<file path="config.mk">
export PLATFORM = sky130hd
export DESIGN_NAME = tick_counter_flat
export DESIGN_NICKNAME = d
export VERILOG_FILES = /design/src/rtl/counter_pkg.sv /design/src/rtl/tick_counter_if.sv /design/src/rtl/tick_gen.sv /design/src/rtl/tick_counter.sv /design/src/flat_wrapper.sv
export SDC_FILE = /design/constraint.sdc
export NUM_CORES = 1
export LEC_CHECK = 0
export ABC_AREA = 1
export CAP_MARGIN = 20
export CORE_MARGIN = 5
export CORE_UTILIZATION = 60
export DETAILED_ROUTE_END_ITERATION = 10
export GPL_ROUTABILITY_DRIVEN = 0
export HOLD_SLACK_MARGIN = 0.02
export PLACE_DENSITY = 0.87
export SLEW_MARGIN = 15
export SYNTH_ARGS = -nofsm -noshare
export SYNTH_HDL_FRONTEND = slang
export SYNTH_SLANG_ARGS = --single-unit
</file>
<file path="constraint.sdc">
create_clock -name CLK -period 2.3 [get_ports CLK]
set_input_delay 0.575 -clock CLK [delete_from_list [all_inputs] [get_ports CLK]]
set_output_delay 0.575 -clock CLK [all_outputs]
set_load 0.01 [all_outputs]
</file>
<file path="src/rtl/counter_pkg.sv">
// Shared counter definitions: direction encoding, terminal-mode encoding
// and a constant function for sizing counters and prescalers.
package counter_pkg;

    // Count direction as seen on the dir input.
    typedef enum logic {
        DIR_DOWN = 1'b0,
        DIR_UP   = 1'b1
    } dir_e;

    // Terminal behaviour selector for the SATURATE parameter.
    localparam int MODE_WRAP = 0;
    localparam int MODE_SAT  = 1;

    // Bits needed to hold the values 0..value-1, never less than one bit.
    function automatic int clog2(input int unsigned value);
        int bits;
        bits = 1;
        while ((64'd1 << bits) < {32'd0, value}) begin
            bits++;
        end
        return bits;
    endfunction

endpackage

</file>
<file path="src/rtl/tick_counter_if.sv">
// Control/status bundle of the tick counter. The controlling side uses the
// master modport; the counter itself uses the slave modport.
interface tick_counter_if #(
    parameter int WIDTH = 4
);
    logic             en;
    logic             dir;
    logic             clear;
    logic             load;
    logic [WIDTH-1:0] load_val;
    logic [WIDTH-1:0] count;
    logic             tick;
    logic             tc;

    modport master (
        output en, dir, clear, load, load_val,
        input  count, tick, tc
    );

    modport slave (
        input  en, dir, clear, load, load_val,
        output count, tick, tc
    );
endinterface

</file>
<file path="src/rtl/tick_gen.sv">
// Integer prescaler producing a one-cycle registered tick every DIV enabled
// cycles. tick_next is the same pulse one cycle early, so a client can
// update its own registers on the edge where tick rises.
module tick_gen
    import counter_pkg::*;
#(
    parameter int unsigned DIV = 4
) (
    input  logic CLK,
    input  logic RST_N,
    input  logic en,
    input  logic clear,
    output logic tick,
    output logic tick_next
);

    localparam int            PW   = clog2(DIV);
    localparam logic [PW-1:0] LAST = PW'(DIV - 1);

    if (DIV < 1) begin : g_bad_div
        $error("tick_gen: DIV must be at least 1");
    end

    logic [PW-1:0] presc_q, presc_d;
    logic          tick_q, tick_d;

    // Next prescaler value and tick: clear restarts the period, en=0 freezes it.
    always_comb begin
        // NOTE: every output gets a default first so no path leaves it unassigned (no latch).
        presc_d = presc_q;
        tick_d  = 1'b0;
        if (clear) begin
            presc_d = '0;
        end else if (en) begin
            if (presc_q == LAST) begin
                presc_d = '0;
                tick_d  = 1'b1;
            end else begin
                presc_d = presc_q + PW'(1);
            end
        end
    end

    // Prescaler and tick registers.
    always_ff @(posedge CLK or negedge RST_N) begin
        if (!RST_N) begin
            // NOTE: non-blocking assignments so every flop samples pre-edge values.
            presc_q <= '0;
            tick_q  <= 1'b0;
        end else begin
            presc_q <= presc_d;
            tick_q  <= tick_d;
        end
    end

    assign tick      = tick_q;
    assign tick_next = tick_d;

endmodule

</file>
<file path="src/rtl/tick_counter.sv">
// Prescaled up/down counter with wrap or saturate terminal behaviour,
// synchronous clear and parallel load. Defining TICK_COUNTER_STEP_EN adds
// a step_btn pushbutton input that steps the counter once per press.
module tick_counter
    import counter_pkg::*;
#(
    parameter int unsigned     CLK_HZ    = 16_000_000,
    parameter int unsigned     TICK_HZ   = 1,
    parameter int              WIDTH     = 4,
    parameter longint unsigned MAX_COUNT = (64'd1 << WIDTH) - 64'd1,
    parameter int              SATURATE  = MODE_WRAP
) (
    input  logic CLK,
    input  logic RST_N,
`ifdef TICK_COUNTER_STEP_EN
    input  logic step_btn,
`endif
    tick_counter_if.slave bus
);

    localparam int unsigned      TICK_DIV = (TICK_HZ == 0) ? 1 : TICK_HZ;
    localparam int unsigned      DIV      = CLK_HZ / TICK_DIV;
    localparam logic [WIDTH-1:0] MAX_V    = WIDTH'(MAX_COUNT);

    if (TICK_HZ == 0 || (CLK_HZ % TICK_DIV) != 0 || DIV < 1) begin : g_bad_div
        $error("tick_counter: CLK_HZ/TICK_HZ must be an integer >= 1");
    end
    if (WIDTH < 1 || WIDTH > 32) begin : g_bad_width
        $error("tick_counter: WIDTH must be 1..32");
    end
    if (MAX_COUNT > ((64'd1 << WIDTH) - 64'd1)) begin : g_bad_max
        $error("tick_counter: MAX_COUNT does not fit in WIDTH bits");
    end
    if (SATURATE != MODE_WRAP && SATURATE != MODE_SAT) begin : g_bad_mode
        $error("tick_counter: SATURATE must be 0 or 1");
    end

    logic             tick_w;
    logic             step_tick;
    logic             step;
    logic [WIDTH-1:0] count_q, count_d;
    logic             tc_q, tc_d;

    tick_gen #(
        .DIV (DIV)
    ) u_tick_gen (
        .CLK       (CLK),
        .RST_N     (RST_N),
        .en        (bus.en),
        .clear     (bus.clear),
        .tick      (tick_w),
        .tick_next (step_tick)
    );

`ifdef TICK_COUNTER_STEP_EN
    logic btn_meta_q, btn_sync_q, btn_prev_q;
    logic btn_rise;

    // Two-flop synchroniser for the pushbutton plus the previous-value flop
    // for rising-edge detection.
    always_ff @(posedge CLK or negedge RST_N) begin
        if (!RST_N) begin
            btn_meta_q <= 1'b0;
            btn_sync_q <= 1'b0;
            btn_prev_q <= 1'b0;
        end else begin
            btn_meta_q <= step_btn;
            btn_sync_q <= btn_meta_q;
            btn_prev_q <= btn_sync_q;
        end
    end

    assign btn_rise = btn_sync_q & ~btn_prev_q;
    // A press coinciding with a tick still yields a single step.
    assign step     = step_tick | btn_rise;
`else
    assign step     = step_tick;
`endif

    // Next count and terminal pulse, priority clear > load > step.
    always_comb begin
        count_d = count_q;
        tc_d    = 1'b0;
        if (bus.clear) begin
            count_d = '0;
        end else if (bus.load) begin
            count_d = (bus.load_val > MAX_V) ? MAX_V : bus.load_val;
        end else if (step) begin
            if (bus.dir == DIR_UP) begin
                if (count_q == MAX_V) begin
                    tc_d    = 1'b1;
                    count_d = (SATURATE == MODE_SAT) ? count_q : '0;
                end else begin
                    count_d = count_q + WIDTH'(1);
                end
            end else begin
                if (count_q == '0) begin
                    tc_d    = 1'b1;
                    count_d = (SATURATE == MODE_SAT) ? count_q : MAX_V;
                end else begin
                    count_d = count_q - WIDTH'(1);
                end
            end
        end
    end

    // Count and terminal-count registers.
    always_ff @(posedge CLK or negedge RST_N) begin
        if (!RST_N) begin
            count_q <= '0;
            tc_q    <= 1'b0;
        end else begin
            count_q <= count_d;
            tc_q    <= tc_d;
        end
    end

    assign bus.count = count_q;
    assign bus.tick  = tick_w;
    assign bus.tc    = tc_q;

endmodule

</file>
<file path="src/flat_wrapper.sv">
// flat-port wrapper written by rule: the top's interface ports become plain ports
module tick_counter_flat import counter_pkg::*;
#(
    parameter int unsigned     CLK_HZ    = 16_000_000,
    parameter int unsigned     TICK_HZ   = 1,
    parameter int              WIDTH     = 4,
    parameter longint unsigned MAX_COUNT = (64'd1 << WIDTH) - 64'd1,
    parameter int              SATURATE  = MODE_WRAP
)
  (CLK, RST_N, bus_en, bus_dir, bus_clear, bus_load, bus_load_val, bus_count, bus_tick, bus_tc);
  tick_counter_if #(.WIDTH(WIDTH)) bus_i ();
  input  logic CLK;
  input  logic RST_N;
  input wire logic [$bits(bus_i.en)-1:0] bus_en;
  input wire logic [$bits(bus_i.dir)-1:0] bus_dir;
  input wire logic [$bits(bus_i.clear)-1:0] bus_clear;
  input wire logic [$bits(bus_i.load)-1:0] bus_load;
  input wire logic [$bits(bus_i.load_val)-1:0] bus_load_val;
  output wire logic [$bits(bus_i.count)-1:0] bus_count;
  output wire logic [$bits(bus_i.tick)-1:0] bus_tick;
  output wire logic [$bits(bus_i.tc)-1:0] bus_tc;
  assign bus_i.en = bus_en;
  assign bus_i.dir = bus_dir;
  assign bus_i.clear = bus_clear;
  assign bus_i.load = bus_load;
  assign bus_i.load_val = bus_load_val;
  assign bus_count = bus_i.count;
  assign bus_tick = bus_i.tick;
  assign bus_tc = bus_i.tc;
  tick_counter #(.CLK_HZ(CLK_HZ), .TICK_HZ(TICK_HZ), .WIDTH(WIDTH), .MAX_COUNT(MAX_COUNT), .SATURATE(SATURATE)) u_core (.CLK(CLK), .RST_N(RST_N), .bus(bus_i));
endmodule
</file>
# [Word-level counts from Yosys, hierarchy flattened]
# Cells that the tools add are included.
[classes] order_cmp=1 muxes=19 reduce_logical=3 eq_ne=2 addsub=3
[op_table] operator="two-way mux 24 bit" count=3
[op_table] operator="two-way mux 4 bit" count=7
[op_table] operator="adder 24 x 1 -> 24 bit (second input constant)" count=1
[op_table] operator="equality test 24 bit (second input constant)" count=1
[op_table] operator="two-way mux 1 bit" count=9
[op_table] operator="adder 4 x 1 -> 4 bit (second input constant)" count=1
[op_table] operator="equality test 4 bit (second input constant)" count=1
[op_table] operator="> comparator 4 bit (second input constant)" count=1
[op_table] operator="logical NOT 4 bit" count=1
[op_table] operator="subtractor 4 x 1 -> 4 bit (second input constant)" count=1
[op_table] operator="nonzero test 3 bit" count=1
[op_table] operator="nonzero test 2 bit" count=1
[word_totals] in_bits=10 regBits=30 word_cells=32

# [Longest topological paths before layout]
# Gate-level depths: netlist of the first run.
[depth] ltp_word=7 depth_mapped=11 ltp_nobuf=10

# [Cells and area by module]
# Synthesis of the first run repeated with hierarchy kept, for this count alone.
[unflattened] cells_unflattened=304 area_unflattened_um2=2103.3
[by_module_without_submodules] module="tick_gen" seq_area_each_um2=625.6 cells_per_inst=243 n_inst=1 area_per_inst_um2=1670.4
[by_module_without_submodules] module="tick_counter" seq_area_each_um2=125.1 cells_per_inst=61 n_inst=1 area_per_inst_um2=432.9

# [Worst setup path before layout of the first run]
# No wires, ideal clock.
[synth_timing] path_kind="reg2reg" from="register u_core.u_tick_gen.presc_q[0]" to="register u_core.u_tick_gen.presc_q[15]" n_path_buf=1 arrival_time_ns=1.326 slack_ns=0.856 period_less_slack_ns=1.444 setup_time_ns=0.118 stages_incl_launch_ff=12 required_time_ns=2.182 path_cell_list="dfrtp_1 ha_1 nand2_1 nor2_2 nand2_2 inv_2 nand3_2 nand2_2 nand2_2 buf_6 nand2_1 nor2_2"
[synth_via] elab_chain_len=4
[synth_rtl] element="start: declaration" line_no="tick_gen.sv:24" source="logic [PW-1:0] presc_q, presc_d;"
[synth_rtl] element="start signal: assignment" line_no="tick_gen.sv:51" source="presc_q <= presc_d;"
[synth_rtl] element="adder 24 x 1 -> 24 bit / equality test 24 bit (equally long branches)" line_no="tick_gen.sv:39, tick_gen.sv:35"
[synth_rtl] element="two-way mux 24 bit (*)" line_no="tick_gen.sv:35" source="if (presc_q == LAST) begin"
[synth_rtl] element="two-way mux 24 bit (*)" line_no="tick_gen.sv:34" source="end else if (en) begin"
[synth_rtl] element="two-way mux 24 bit (*)" line_no="tick_gen.sv:32" source="if (clear) begin"
# Mark *: on every way between the ends. The rest lies on a longest branch, timed or not. The select of a mux whose other input is x is not followed.
# A chain may end at the register's enable or synchronous reset.

# [Worst setup path in the final report of the first run]
[layout_timing] from="register u_core.count_q[0], in the netlist u_core.bus.count[0]" to="output port bus_count[0]"
[layout_rtl] element="start: declaration" line_no="tick_counter.sv:41" source="logic [WIDTH-1:0] count_q, count_d;"
[layout_rtl] element="start signal: assignment" line_no="tick_counter.sv:113" source="count_q <= count_d;"
[layout_rtl] element="end: declaration" line_no="flat_wrapper.sv:19" source="output wire logic [$bits(bus_i.count)-1:0] bus_count;"
# No word-level cell between the ends.

==> metrics.txt, run 1 <==
post-place setup slack=0.262 ns; Power Dens Cells=498 nW/um2; Worst R2R End=u_core.u_tick_gen.presc_q[4]; R2R Setup Slk=0.50 ns; IO buf count=15; r2r worst-path depth=10; Final Hold Violating Endpoints=0; final hold slack=0.568 ns; GR Overflow Total=0; DP Wirelength=3.29 mm; data arrival time of the worst path=1.36 ns; Final min period=1.94 ns; Worst path slowest cell=clkdlybuf4s50_1; Mean Syn Cell Area=6.75 um2; Synth Register Bits=30; hold path depth=2; Int Power=0.837 mW; Final Setup Violations=0; die area=4650 um2; Seq pwr share=49.8%; critical path, cell by cell=clkdlybuf4s50_1; WL final=4.37 mm; GRT busiest layer=met2; vias in the first global route=1806; worst setup path class=reg2out; Pre-Repair DR Iteration Count=4; layout net count=337; H-tree depth=2; core outline area=3310 um2; clock share of power=34.2%; Distinct cells, synth=26; Final Skew=0.0105 ns; unrepaired setup endpoints after global routing=false; met2 GRT Util=35.9%; Power Total=1.16 mW; final antenna-violating net count=0; drt drc=0; Core Rows=21; Vias per Instance=5.15; period utilisation layout=84.3%; Critical Path Stages=1; Sw Share=27.6%; Cell Area, Synth=2030 um2; clock sink total=30; GR Util All Layers=21.8%; most common cell after layout, fill and taps aside=nand2_1; post-route cell area=2320 um2; Seq/Total Area, Yosys=36.9%; Setup crit start kind=register; Crit path max-delay family=buffers and inverters; Initial Util=61.4%; cts repair resizes=0; P_sw=0.319 mW; MaxCap Viol Count=0; GRT met1 Usage=27.2%; Avg WL per Cell=11.8 um; largest net degree at the start of global routing=31; cts bufs inserted=5; Worst Hold Endpoint=u_core.u_tick_gen.presc_q[1]; status=complete, no violations; DR vias=1910; Worst Path Required=1.73 ns; combinational share of power=16.0%; Critical Path Max Stage Delay=0.57 ns; CTS tree=built; clk slew on worst S/H paths=0.10 ns; global-route wire length before repair=7.61 mm; Setup WS post-layout=0.361 ns; clock root buffer=clkbuf_4; clock latency on the worst-skew pair=0.34 ns; yosys warns=0; Clock Path Buffers=2; GR met3 Demand/Resource=6.24%; initial antenna violation count=0; crit path max fanout=6; number of setup buffers added after CTS=0; layout cells sized above 1=10.2%; Max IR drop VDD=442 uV; fmax=516 MHz; setup TNS=0 ns; Buffers & Inverters on Critical Path=1; n_diodes=0; die height=68.2 um; relative slew slack=69.7%; DIE WIDTH=68.2 um; measured slew at the worst slew-check pin=0.452 ns; DP Area=2240 um2; leak pwr=1.15 nW; syn_nets=314; most frequent cells in the layout=nand2_1 (83), nor2_1 (50), inv_1 (42); worst min path class=reg2reg; hold buffers post-CTS=0; Initial DRC Count=165; crit end category=primary output; Hold Startpoint=u_core.u_tick_gen.presc_q[1]; Slew Limit Fails=0; P&R area growth vs syn=14.3%; # IOs=16; Post-Syn Instances=301; worst flop-to-flop path startpoint=u_core.u_tick_gen.presc_q[1]
[Yosys cell counts, drive strengths merged]
master	instances	share of area, %
or2	1	0.31
nor2	58	13
dfrtp	30	37
ha	3	1.8
nand4	13	4.0
xnor2	1	0.43
nand2	90	18
xor2	7	3.0
inv	46	8.5
o21ai	11	2.7
a21boi	1	0.37
a21oi	5	1.2
o21bai	1	0.37
nand3	27	7.5
nor3	5	1.5
buf	2	0.92
[kinds of logic (layout without fill, tap and decap cells)]
kind of cell    count (synthesis)  in the layout  share of synthesized area (%)
simple gates                  194            194                           43.7
buf+inv                        48             72                           9.42
flops                          30             30                           36.9
compound gates                 18             18                           4.68
xor+xnor                        8              8                           3.45
fa+ha+maj                       3              3                           1.85
[flip-flops by register name, indices dropped and copies added (netlist names)]
signal,flops
u_core.u_tick_gen.presc_q,24
u_core.bus.tc,1
u_core.u_tick_gen.tick,1
u_core.bus.count,4
[power by group through the flow]
stage               Combinational [mW]  Clock (mW)  Sequential [mW]
global placement                 0.178           0            0.585
CTS                              0.185       0.406            0.575
global route                     0.209       0.428            0.579
detailed placement               0.184           0            0.586
finish                           0.185       0.395            0.576
floorplan                        0.111           0            0.585
[per-stage QoR]
| stage | std cells | util [%] |
|---|---|---|
| final | 371 | 70.1 |
| after global routing | 371 | 70.1 |
| after CTS | 371 | 70.1 |
| after detailed placement | 363 | 67.8 |
| after global placement | 363 | 67.8 |
| after floorplan | 301 | - |
[cell type report]
type / count / area (um2)
sequential: 30 / 751
tap: 46 / 57.6
fill: 281 / 988
multi-input combinational: 223 / 1090
clock buffer: 8 / 78.8
inverter: 46 / 173
timing repair buffer: 18 / 173
[worst max path at each step]
stage,slack (ns),endpoint,from
finish,0.36,bus_count[0],u_core.bus.count[0]
floorplan,0.86,u_core.u_tick_gen.presc_q[15],u_core.u_tick_gen.presc_q[0]
detailed placement,0.26,u_core.u_tick_gen.presc_q[20],bus_clear
CTS,0.35,bus_count[0],u_core.bus.count[0]
global route,0.31,bus_count[0],u_core.bus.count[0]
global placement,0.30,u_core.u_tick_gen.presc_q[20],bus_clear
[routing by layer]
metal,vias to the layer above,wire (um)
met5,-,0
met4,0,78
met3,10,274
met2,53,1990
met1,860,2030
li1,987,-
Power figures use the tool's default switching activity.
==> inputs of run 2 (changes only) <==
--- a/config.mk
+++ b/config.mk
@@ -8,11 +8,11 @@
 export ABC_AREA = 1
 export CAP_MARGIN = 20
 export CORE_MARGIN = 5
-export CORE_UTILIZATION = 60
+export CORE_UTILIZATION = 52
 export DETAILED_ROUTE_END_ITERATION = 10
 export GPL_ROUTABILITY_DRIVEN = 0
 export HOLD_SLACK_MARGIN = 0.02
-export PLACE_DENSITY = 0.87
+export PLACE_DENSITY = 0.8
 export SLEW_MARGIN = 15
 export SYNTH_ARGS = -nofsm -noshare
 export SYNTH_HDL_FRONTEND = slang
==> constraint.sdc (replaced) <==
create_clock -name CLK -period 1.58 [get_ports CLK]
set_input_delay 0.395 -clock CLK [delete_from_list [all_inputs] [get_ports CLK]]
set_output_delay 0.395 -clock CLK [all_outputs]
set_load 0.01 [all_outputs]
==> run 2 against run 1 <==
Compared with the run above:
- register-to-register slack got worse by 0.47 ns
- via count rose by 5.2%
- non-clock buffer count rose by 19
- critical path type is now reg2reg
- critical endpoint is now u_core.u_tick_gen.presc_q[23]
- clock power rose by 61%
- clock skew fell by 0.0031 ns
- highest routed layer unchanged
- global-route usage fell by 1.7 points
- core utilization fell by 0.65 points
- flip-flop and latch count did not move
- wire length rose by 11%
- sequential share of layout area fell by 3.2 points
- cell count rose by 5.7%
==> metrics.txt, run 2 (synthesis gave the netlist of run 1 again) <==
most frequent cells in the layout=nand2_1 (74), nor2_1 (45), inv_1 (41); # IOs=16 (unchanged); data arrival time of the worst path=1.72 ns (+0.36 ns); clock share of power=34.9% (+0.7 points); final antenna-violating net count=0 (unchanged); Final Hold Violating Endpoints=0 (unchanged); critical path, cell by cell=ha_2 > nand2_2 > nor2_4 > nand2_2 > inv_2 > nand3_2 > nand2_2 > nand2_4 > buf_6 > nand2_1 > nor2_1; GRT met1 Usage=23.4% (-3.8 points); post-route cell area=2580 um2 (+11%); leak pwr=1.29 nW (+12%); Slew Limit Fails=0 (unchanged); cts bufs inserted=5 (unchanged); H-tree depth=2 (unchanged); Int Power=1.32 mW (+58%); Vias per Instance=5.13 (-0.40%); CTS tree=built; P&R area growth vs syn=27.1%; clock sink total=30 (unchanged); Seq pwr share=45.8% (-4.0 points); worst setup path class=reg2reg; period utilisation layout=98.0%; Core Rows=22 (+4.8%); GR Overflow Total=0 (unchanged); WL final=4.85 mm (+11%); Inst Count DP=381 (+5.0%); Clock Path Buffers=2 (unchanged); DIE WIDTH=72.5 um (+6.3%); Initial Util=54.7% (-6.7 points); Worst Path Required=1.75 ns (+0.02 ns); Power Dens Cells=705 nW/um2 (+42%); Buffers & Inverters on Critical Path=2 (+1); crit path max fanout=6 (unchanged); Worst path slowest cell=dfrtp_1; worst min path class=in2async; DP Wirelength=3.55 mm (+8.2%); Setup WS post-layout=0.0318 ns (-0.330 ns); global-route wire length before repair=8.40 mm (+10%); core outline area=3720 um2 (+12%); fmax=646 MHz; P_sw=0.498 mW (+56%); Setup crit start kind=register; Biggest register=u_core.u_tick_gen.presc_q; die height=72.5 um (+6.3%); DP Area=2380 um2 (+6.0%); Max IR drop VDD=573 uV (+30%); clock latency on the worst-skew pair=0.28 ns (-0.06 ns); n_diodes=0 (unchanged); most common cell after layout, fill and taps aside=nand2_1; GR Util All Layers=20.1% (-1.7 points); Sw Share=27.4% (-0.24 points); clk slew on worst S/H paths=0.07 ns (-0.03 ns); Initial DRC Count=126 (-24%); met2 GRT Util=34.9% (-0.98 points); GRT busiest layer=met2; crit end category=register; drt drc=0 (unchanged); Final Skew=0.00744 ns (-0.00307 ns); Pre-Repair DR Iteration Count=4 (unchanged); measured slew at the worst slew-check pin=0.420 ns (-0.0315 ns); DR vias=2010 (+5.2%); largest net degree at the start of global routing=31 (unchanged); critical path's most frequent cell=nand2_2; final hold slack=0.477 ns (-0.0911 ns); MaxCap Viol Count=0 (unchanged); unrepaired setup endpoints after global routing=true; status=complete, no violations; max reg flops=24 (unchanged); post-place setup slack=-0.244 ns (-0.506 ns); IO buf count=15 (unchanged); setup TNS=0 ns (unchanged); Avg WL per Cell=12.4 um (+5.0%); Critical Path Max Stage Delay=0.36 ns (-0.21 ns); clock root buffer=clkbuf_8; initial antenna violation count=0 (unchanged); die area=5260 um2 (+13%); relative slew slack=71.8% (+2.1 points); combinational share of power=19.3% (+3.3 points); vias in the first global route=1965 (+8.8%); Crit path max-delay family=simple AND/OR/NAND/NOR gates; layout net count=356 (+5.6%); layout cells sized above 1=20.6% (+10 points); Finished Layout Cells=392 (+5.7%); Final Setup Violations=0 (unchanged); Final min period=1.55 ns; GR met3 Demand/Resource=4.43% (-1.8 points)
run 2: cell type report:
type / instances / area (um2)
multi-input combinational: 223 / 1170
tap: 48 / 60.1
inverter: 46 / 173
clock inverter: 1 / 5.00
timing repair buffer: 37 / 338
fill: 306 / 1130
sequential: 30 / 752
clock buffer: 7 / 86.3
run 2: timing repair:
item / in CTS / in global routing
hold buffers: 0 / 0
buffers inserted: 2 / 1
resized for setup: 5 / 27
pin swaps: 0 / 7
setup endpoints to repair: 14 / 29
hold endpoints to repair: 0 / 0
run 2: path summary, 6_finish.rpt:
| check | from | to | slack (ns) | depth (start not counted) |
|---|---|---|---|---|
| min in group CLK | u_core.u_tick_gen.presc_q[6] | u_core.u_tick_gen.presc_q[6] | 0.60 | 2 |
| worst min-delay path | RST_N | u_core.u_tick_gen.presc_q[6] | 0.48 | 2 |
| worst min register to register | u_core.u_tick_gen.presc_q[6] | u_core.u_tick_gen.presc_q[6] | 0.60 | 2 |
| max in group asynchronous | RST_N | u_core.bus.count[0] | 0.93 | 2 |
| worst max-delay path | u_core.u_tick_gen.presc_q[0] | u_core.u_tick_gen.presc_q[23] | 0.03 | 11 |
| worst max register to register | u_core.u_tick_gen.presc_q[0] | u_core.u_tick_gen.presc_q[23] | 0.03 | 11 |
run 2: power by group through the flow:
stage	clock network (mW)	logic, mW	registers, mW
2_1_floorplan	0	0.161	0.851
3_3_place_gp	0	0.311	0.848
3_5_place_dp	0	0.322	0.851
4_1_cts	0.650	0.334	0.831
5_1_grt	0.684	0.402	0.839
6_report	0.635	0.351	0.834
run 2: per-stage QoR:
| step | power, mW | util, % |
|---|---|---|
| after detailed placement | 1.17 | 64.0 |
| after floorplan | 1.01 | - |
| after CTS | 1.81 | 67.1 |
| final | 1.82 | 69.5 |
| after global placement | 1.16 | 64.0 |
| after global routing | 1.92 | 69.5 |
run 2: per-layer routing:
| layer | share of wire [%] | vias up |
|---|---|---|
| li1 | - | 1029 |
| met1 | 43 | 935 |
| met2 | 51 | 36 |
| met3 | 3.3 | 10 |
| met4 | 2.5 | 0 |
| met5 | 0 | - |
run 2: worst register-to-register path, delay by kind of cell, from the launching register on:
kind          cells  cell delay, ns
fa+ha+maj         1            0.20
flops             1            0.36
buf+inv           2            0.20
simple gates      8            0.67
==> inputs of run 3 (changes only) <==
--- a/config.mk
+++ b/config.mk
@@ -7,6 +7,7 @@
 export LEC_CHECK = 0
 export ABC_AREA = 1
 export CAP_MARGIN = 20
+export CORE_ASPECT_RATIO = 1.4
 export CORE_MARGIN = 5
 export CORE_UTILIZATION = 52
 export DETAILED_ROUTE_END_ITERATION = 10
==> run 3 against run 2 <==
Compared with the run above:
- critical endpoint is now u_core.u_tick_gen.presc_q[15]
- highest routed layer unchanged
- fmax rose by 0.71%
- via count grew 6.7%
- core utilization is 0.78 points higher
- global-route usage is 1.1 points higher
- clock-buffer cell count is 1 lower
- clock skew down 0.0031 ns
- critical path depth decreased by 2
==> metrics.txt, run 3 (synthesis gave the netlist of run 1 again) <==
Finished Layout Cells=397 (+1.3%); core outline area=3850 um2 (+3.6%); DP Wirelength=3.78 mm (+6.5%); Filler cells=297 (-2.9%); Final Hold Violating Endpoints=0 (unchanged); DP Area=2420 um2 (+1.6%); crit end category=register; crit path max fanout=5 (-1); most common cell after layout, fill and taps aside=nand2_1; Pre-Repair DR Iteration Count=5 (+1); Vias per Instance=5.40 (+5.3%); fmax=651 MHz (+0.71%); Sw Share=26.5% (-0.81 points); leak pwr=1.38 nW (+6.9%); die height=84.0 um (+16%); clock root buffer=clkbuf_8; Inst Count DP=382 (+0.26%); most frequent cells in the layout=nand2_1 (77), nor2_1 (48), inv_1 (40); DR vias=2144 (+6.7%); DIE WIDTH=62.8 um (-13%); Max IR drop VDD=869 uV (+52%); cts bufs inserted=5 (unchanged); relative slew slack=70.5% (-1.4 points); post-place setup slack=-0.276 ns (-0.0323 ns); P&R area growth vs syn=33.2%; Biggest register=u_core.u_tick_gen.presc_q; critical path, cell by cell=buf_4 > buf_4 > nand2_2 > nor2_4 > nand3_4 > nor2_8 > nand2_2 > nor2_1 > nor2_2; Int Power=1.50 mW (+13%); P_sw=0.542 mW (+8.9%); measured slew at the worst slew-check pin=0.440 ns (+0.0203 ns); H-tree depth=2 (unchanged); max reg flops=24 (unchanged); post-route cell area=2710 um2 (+4.8%); n_diodes=0 (unchanged); Avg WL per Cell=13.8 um (+12%); Critical Path Max Stage Delay=0.39 ns (+0.03 ns); Power Dens Cells=755 nW/um2 (+7.1%); Slew Limit Fails=0 (unchanged); largest net degree at the start of global routing=31 (unchanged); Initial Util=52.8% (-1.9 points); unrepaired setup endpoints after global routing=true; Worst path slowest cell=dfrtp_1; GR Util All Layers=21.3% (+1.1 points); Worst Path Required=1.76 ns (about the same); Setup WS post-layout=0.0428 ns (+0.0110 ns); final antenna-violating net count=0 (unchanged); global-route wire length before repair=9.12 mm (+8.6%); combinational share of power=19.9% (+0.6 points); Final min period=1.54 ns (-0.0110 ns); clock share of power=39.1% (+4.2 points); layout net count=367 (+3.1%); MaxCap Viol Count=0 (unchanged); vias in the first global route=2139 (+8.9%); Final Skew=0.00431 ns (-0.00313 ns); GR Overflow Total=0 (unchanged); drt drc=0 (unchanged); CTS tree=built; Seq pwr share=41.0% (-4.8 points); die area=5280 um2 (+0.34%); worst setup path class=reg2reg; worst min path class=in2async; initial antenna violation count=0 (unchanged); Final Setup Violations=0 (unchanged); clk slew on worst S/H paths=0.06 ns (about the same); WL final=5.49 mm (+13%); IO buf count=15 (unchanged); status=complete, no violations; Setup crit start kind=register; layout cells sized above 1=22.6% (+2.0 points); Initial DRC Count=211 (+67%); Clock Path Buffers=2 (unchanged); clock latency on the worst-skew pair=0.28 ns (about the same); fin util=70.3% (+0.78 points); clock sink total=30 (unchanged); data arrival time of the worst path=1.72 ns (about the same); period utilisation layout=97.3% (-0.69 points); Core Rows=27 (+23%); # IOs=16 (unchanged)
run 3: cell types whose count changed in the layout (fill, tap and decap cells not counted), moves of 2 or more:
cell,before,now
nand2_2,13,10
nand3_2,2,4
nand2_1,74,77
nor2_2,9,4
buf_4,19,30
nor2_4,3,6
nor2_1,45,48
nand3_1,23,21
run 3: through the flow:
step,hold slack (ns),setup TNS (ns),total power [mW]
2_1_floorplan,0.0994,0,1.01
3_3_place_gp,0.572,-2.28,1.16
3_5_place_dp,0.581,-3.11,1.18
4_1_cts,0.475,0,2.00
5_1_grt,0.491,-0.723,2.14
6_report,0.468,0,2.04
run 3: per-layer routing:
metal	vias to the layer above	part of all wire (%)	global-route usage (%)
li1	1051	-	-
met1	984	36	21.8
met2	86	55	38.1
met3	23	4.8	4.72
met4	0	3.8	13.3
met5	-	0	0
run 3: critical path, delay by kind of cell, from the launching register on:
family                 cells  cell delay (ns)
DFF                        1             0.39
buffers and inverters      2             0.22
and+or+nand+nor            7             0.82
run 3: final timing paths:
check	slack, ns	end	cells past startpoint	from
max	0.04	u_core.u_tick_gen.presc_q[15]	9	u_core.u_tick_gen.presc_q[1]
min	0.47	u_core.u_tick_gen.presc_q[22]	2	RST_N
max reg2reg	0.04	u_core.u_tick_gen.presc_q[15]	9	u_core.u_tick_gen.presc_q[1]
min reg2reg	0.60	u_core.u_tick_gen.presc_q[23]	4	u_core.u_tick_gen.presc_q[23]
max in group asynchronous	0.94	u_core.u_tick_gen.presc_q[9]	2	RST_N
min in group CLK	0.60	u_core.u_tick_gen.presc_q[23]	4	u_core.u_tick_gen.presc_q[23]
run 3: layout make-up:
type / count / area [um2] / area share [%]
tap: 43 / 53.8 / 1.99
inverter: 46 / 175 / 6.47
timing repair buffer: 47 / 413 / 15.3
multi-input combinational: 224 / 1200 / 44.3
sequential: 30 / 752 / 27.8
clock buffer: 6 / 82.6 / 3.05
clock inverter: 1 / 30.0 / 1.11
run 3: power by group through the flow:
stage / clock [mW] / sequential (mW) / combinational (mW)
after global routing: 0.849 / 0.845 / 0.450
final: 0.798 / 0.838 / 0.407
after global placement: 0 / 0.847 / 0.317
after detailed placement: 0 / 0.852 / 0.327
after floorplan: 0 / 0.851 / 0.161
after CTS: 0.809 / 0.827 / 0.358
run 3: timing repair:
action,4_1_cts,5_1_grt
buffers inserted,4,3
endpoints found under the hold margin,0,0
pin swaps,2,11
cloned,0,1
gates resized for setup,6,28
endpoints found under the setup margin,13,30
hold buffers,0,0
